[src/rtl/spike_rate_encoder.sv]
// spike_rate_encoder
//   Rate-codes one sample of 16 four-bit channel intensities into N_FRAMES
//   spike frames, each held for 16 clock cycles. A channel spikes in a frame
//   when its intensity beats a per-frame pseudo-random value, so the spike
//   count over a sample is roughly proportional to the intensity.
//
//   Optional build macro SPIKE_ENC_DETERMINISTIC_EN: replaces the LFSR path
//   with 16 per-channel 4-bit phase accumulators. In this mode a channel
//   spikes on the carry-out of acc + intensity, which gives an evenly spaced
//   spike train. The default build (macro undefined) uses the LFSR.
//
// Parameters
//   N_FRAMES            frames per accepted sample (1..256)
// Ports
//   clock               single clock, posedge
//   reset               synchronous, active-low
//   in_valid/in_ready   sample handshake; in_ready is high only while idle
//   in_intensity[63:0]  channel k intensity at bits [4k+3:4k]
//   in_ein[15:0]        per-channel excitatory(1)/inhibitory(0) flag
//   parallel_spike_in   current spike frame, bit k = channel k
//   parallel_Ein        in_ein latched at the last accept
//   frame_strobe        pulse in the first cycle of every frame
//   sample_done         pulse in the cycle after the last frame ends
//   busy                high while frames are being presented
module spike_rate_encoder #(
  parameter int N_FRAMES = 32
) (
  input  logic        clock,
  input  logic        reset,
  input  logic        in_valid,
  output logic        in_ready,
  input  logic [63:0] in_intensity,
  input  logic [15:0] in_ein,
  output logic [15:0] parallel_spike_in,
  output logic [15:0] parallel_Ein,
  output logic        frame_strobe,
  output logic        sample_done,
  output logic        busy
);

  localparam logic [7:0] LAST_FRAME = 8'(N_FRAMES - 1);

  typedef enum logic {IDLE, RUN} state_t;

  state_t      state_reg, state_next;
  logic [3:0]  cycle_cnt_reg;
  logic [7:0]  frame_cnt_reg;
  logic [63:0] intensity_reg;
  logic [15:0] ein_reg;
  logic [15:0] spike_reg;
  logic        strobe_reg;
  logic        done_reg;

  logic        accept;
  logic        last_cycle;
  logic        last_frame;
  logic        gen_frame;
  logic        end_sample;
  logic [63:0] int_src;
  logic [15:0] spike_gen;

  assign accept     = in_valid && (state_reg == IDLE);
  assign last_cycle = (cycle_cnt_reg == 4'd15);
  assign last_frame = (frame_cnt_reg == LAST_FRAME);
  // Frame 0 is produced on the accept edge itself, later frames on the
  // edge that closes the previous frame.
  assign gen_frame  = accept || ((state_reg == RUN) && last_cycle && !last_frame);
  assign end_sample = (state_reg == RUN) && last_cycle && last_frame;
  // On the accept edge the intensities are not latched yet, so frame 0
  // is computed straight from the input bus.
  assign int_src    = accept ? in_intensity : intensity_reg;

  always_comb begin
    state_next = state_reg;
    case (state_reg)
      IDLE:    if (accept)     state_next = RUN;
      RUN:     if (end_sample) state_next = IDLE;
      default: state_next = IDLE;
    endcase
  end

`ifdef SPIKE_ENC_DETERMINISTIC_EN
  // Phase accumulators: the accept edge starts from zero, which clears them.
  for (genvar gi = 0; gi < 16; gi++) begin : g_acc
    logic [3:0] acc_reg;
    logic [4:0] sum;
    assign sum = {1'b0, (accept ? 4'd0 : acc_reg)} + {1'b0, int_src[4*gi +: 4]};
    assign spike_gen[gi] = sum[4];
    always_ff @(posedge clock) begin
      if (!reset)
        acc_reg <= '0;
      else if (gen_frame)
        acc_reg <= sum[3:0];
    end
  end
`else
  // Fibonacci LFSR x^16+x^14+x^13+x^11+1 in right-shift form: taps at bits
  // 0,2,3,5 feed bit 15. Advances only when a frame is generated.
  logic [15:0] lfsr_reg;

  always_ff @(posedge clock) begin
    if (!reset)
      lfsr_reg <= 16'hACE1;
    else if (gen_frame)
      lfsr_reg <= {lfsr_reg[0] ^ lfsr_reg[2] ^ lfsr_reg[3] ^ lfsr_reg[5], lfsr_reg[15:1]};
  end

  // Channel k compares against a 4-bit window of the LFSR starting at bit k.
  for (genvar gi = 0; gi < 16; gi++) begin : g_cmp
    logic [3:0] rnd;
    assign rnd = {lfsr_reg[(gi + 3) % 16], lfsr_reg[(gi + 2) % 16],
                  lfsr_reg[(gi + 1) % 16], lfsr_reg[gi]};
    assign spike_gen[gi] = int_src[4*gi +: 4] > rnd;
  end
`endif

  always_ff @(posedge clock) begin
    if (!reset) begin
      state_reg     <= IDLE;
      cycle_cnt_reg <= '0;
      frame_cnt_reg <= '0;
      intensity_reg <= '0;
      ein_reg       <= '0;
      spike_reg     <= '0;
      strobe_reg    <= 1'b0;
      done_reg      <= 1'b0;
    end else begin
      state_reg  <= state_next;
      strobe_reg <= gen_frame;
      done_reg   <= end_sample;

      if (accept) begin
        intensity_reg <= in_intensity;
        ein_reg       <= in_ein;
      end

      if (gen_frame)
        spike_reg <= spike_gen;
      else if (end_sample)
        spike_reg <= '0;

      if (accept) begin
        cycle_cnt_reg <= '0;
        frame_cnt_reg <= '0;
      end else if (state_reg == RUN) begin
        cycle_cnt_reg <= cycle_cnt_reg + 4'd1;
        if (last_cycle)
          frame_cnt_reg <= last_frame ? 8'd0 : frame_cnt_reg + 8'd1;
      end
    end
  end

  assign in_ready          = (state_reg == IDLE);
  assign busy              = (state_reg == RUN);
  assign parallel_spike_in = spike_reg;
  assign parallel_Ein      = ein_reg;
  assign frame_strobe      = strobe_reg;
  assign sample_done       = done_reg;

endmodule

[config.mk]
export PLATFORM = sky130hd
export DESIGN_NAME = spike_rate_encoder
export DESIGN_NICKNAME = d
export VERILOG_FILES = /design/src/rtl/spike_rate_encoder.sv
export SDC_FILE = /design/constraint.sdc
export NUM_CORES = 1
export LEC_CHECK = 0
export CAP_MARGIN = 0
export CORE_MARGIN = 5
export CORE_UTILIZATION = 50
export DETAILED_ROUTE_END_ITERATION = 6
export DONT_BUFFER_PORTS = 1
export PLACE_DENSITY_LB_ADDON = 0.08
export SLEW_MARGIN = 25
export SYNTH_ARGS = -nofsm -noshare
export SYNTH_HDL_FRONTEND = slang
export SYNTH_SLANG_ARGS = --single-unit
[constraint.sdc]
create_clock -name clock -period 3.1 [get_ports clock]
set_clock_uncertainty 0.1 [all_clocks]
set_input_delay 0.465 -clock clock [delete_from_list [all_inputs] [get_ports clock]]
set_output_delay 0.465 -clock clock [all_outputs]
set_load 0.01 [all_outputs]
==> impl_metrics.toml <==
[status]
status = "complete, no violations"

[power_and_ir_drop]
p_leak_nw = 3.10
power.density_nw_per_um2 = 651
ir_drop_uv = 327

[timing]
worstMarginPinSlew_ns = 0.819
tns_ns = 0
drv_slew = 0
max_freq_ghz = 0.370
fin_ws_ns = 0.394
finalHoldViolCount = 0
setup_violations = 0
final.min_clock_period_ns = 2.71
rsz0062_at_grt = "no"
post-route-period-util = 0.873
slew_headroom = 0.453
worst_hold_slack_ns = 0.0505

[clock_network]
htree_levels = 4
cts_made_buffers = 17
cts.path.max_buffers = 2
clk_latency_ns = 0.41
clock-sinks = 127
cts_tree = "built"
cts_setup_buffers = 0
cts_root_buf = "clkbuf_16"
cts_resized = 0
clk_pin_slew_ns = 0.05
holdBufCountCts = 0

[global_route]
gr-total-overflow = 0
grt_max_degree = 42
grt_pass1_wl_mm = 22.6
grt_pass1_vias = 4650
antenna_found_initial = 0
grtUsageTotal = 0.196

[setup_path]
worst-setup-path-type = "register to register"
required_ns = 3.30
worstSetupEndpointType = "register"
cp_max_fo = 41
cp.arrival_ns = 2.90
start_kind = "register"

[floorplan]
core_area_sq_um = 12000
rows = 40
initial_core_util = 0.509
die_h_um = 120
fp.dieW_um = 120
ioPinCount = 119
dieArea_sq_um = 14500

[synthesis]
synth.yosys.seq_area_share = 0.418
synth.top_cells.by_count = "195 x nand2_1, 127 x dfxtp_1, 85 x a21oi_1"
yosysUniqueCellTypes = 36
synth_ff_type = "dfxtp_1"
yosys_warnings = 0
ys_ff_latch = 127
synth_top_area_share = 0.418
syn-num-nets = 871
syn_inst = 722
yosys.cell_count.top_type = "nand2_1"
synth.avg_cell_area_sq_um = 8.43
yosys.area.top_type = "dfxtp_1"
async_flop_share = 0
synth_edf_count = 0
synth_area_sq_um = 6080
synth_area_leaders = "dfxtp_1 42%, ha_1 14%, nand2_1 12%, a21oi_1 7.0%, mux2i_1 4.1%"

[route]
via_count = 4743
drcViolationCount = 0
wl_per_cell_um = 15.7
top_layer_used = "met4"
met2_length_mm = 6.69
via_per_inst = 5.45
drt_iter0_markers = 189
drt-met1-wl_mm = 5.95
wl_met3_um = 857
drt_wl_total_mm = 13.7
ant_nets = 0
drt-pass1-iter-count = 5

[placed_design]
place_inst = 841
pre_cts_ws_ns = 0.385
port_buffers = 0
dp_hpwl_mm = 9.74
place.gp.congestion = 0.810
place_area_sq_um = 6180

[final_layout]
fill_cells = 1083
design_area_sq_um = 6790
ff_latch_area_sq_um = 2540
synthToLayoutAreaGrowth_pct = 11.6
largest_register_ffs = 64
drive_gt1_frac = 0.0691
n_antenna_cell = 0
multi_input_area_sq_um = 3310
nets = 862
final_cells = 871

[flow_run]
cap_violations = 0

[hold_path]
worstHoldPathType = "primary input to register"
-- cell type report --
cell class                      count  area share
Clock inverter                      6      0.0155
Inverter                           21      0.0116
Tap cell                          147      0.0271
Timing Repair Buffer                6      0.0103
Sequential cell                   127       0.375
Multi-Input combinational cell    540       0.487
Clock buffer                       24      0.0739
-- critical path: stages, from the launching register on --
cell,delay [ns]
dfxtp_1,0.61
nand2b_4,0.54
buf_12,0.28
nand2_1,0.10
nand2_1,0.08
ha_1,0.24
nor2b_1,0.13
o21ai_0,0.17
a21oi_1,0.10
a22o_2,0.21
-- power by group --
group / leakage, nW / total [mW] / switching, mW / internal (mW)
Clock: 0.302 / 2.04 / 0.678 / 1.36
Combinational: 1.75 / 0.576 / 0.341 / 0.235
Sequential: 1.04 / 1.80 / 0.0703 / 1.73
-- stage by stage --
step	total power [mW]	util
5_1_grt	4.64	0.567
2_1_floorplan	2.28	-
6_report	4.42	0.567
3_3_place_gp	2.39	0.517
4_1_cts	4.46	0.567
3_5_place_dp	2.42	0.517
-- cell usage in the layout, fill, tap and decap left out, types with 2 or more instances in the layout --
cell | synthesis | layout
nand3_1 | 10 | 10
clkbuf_16 | 0 | 17
a22o_1 | 9 | 9
bufinv_16 | 0 | 3
a21oi_4 | 2 | 2
ha_1 | 66 | 66
nand2_1 | 195 | 195
a21oi_1 | 85 | 85
nor2b_1 | 14 | 13
a22o_2 | 4 | 4
clkbuf_1 | 17 | 2
xor2_1 | 5 | 5
nor3_1 | 2 | 2
buf_12 | 0 | 2
o21ai_0 | 30 | 30
buf_4 | 3 | 4
o211ai_1 | 8 | 8
inv_1 | 21 | 20
a32o_1 | 3 | 3
clkbuf_8 | 0 | 5
nand4_1 | 22 | 22
clkinv_2 | 0 | 3
nor2_1 | 41 | 41
dfxtp_1 | 127 | 127
mux2i_1 | 25 | 25
xnor2_1 | 8 | 8
-- cell families (layout without fill, tap and decap cells) --
group | Yosys count | count (layout) | synth area share
flip-flops | 127 | 127 | 0.418
buffers and inverters | 55 | 57 | 0.0413
AO/OA/AOI/OAI | 143 | 143 | 0.138
AND/OR/NAND/NOR | 293 | 293 | 0.207
adder cells (fa/ha/maj) | 66 | 66 | 0.136
multiplexers | 25 | 25 | 0.0411
XOR/XNOR | 13 | 13 | 0.0187
-- final timing paths --
path	to	slack, ns	start	cells after the start
worst max-delay path	parallel_spike_in[1]	0.39	busy	9
worst min-delay path	lfsr_reg[5]	0.05	reset	1
worst max register to register	parallel_spike_in[1]	0.39	busy	9
worst min register to register	intensity_reg[11]	0.36	intensity_reg[11]	2
-- routing by layer --
| metal | GRT usage | vias up |
|---|---|---|
| met5 | 0 | - |
| met4 | 0.0644 | 0 |
| met3 | 0.0683 | 19 |
| met2 | 0.330 | 88 |
| met1 | 0.235 | 2185 |
| li1 | - | 2451 |
(Power assumes the default switching activity.)
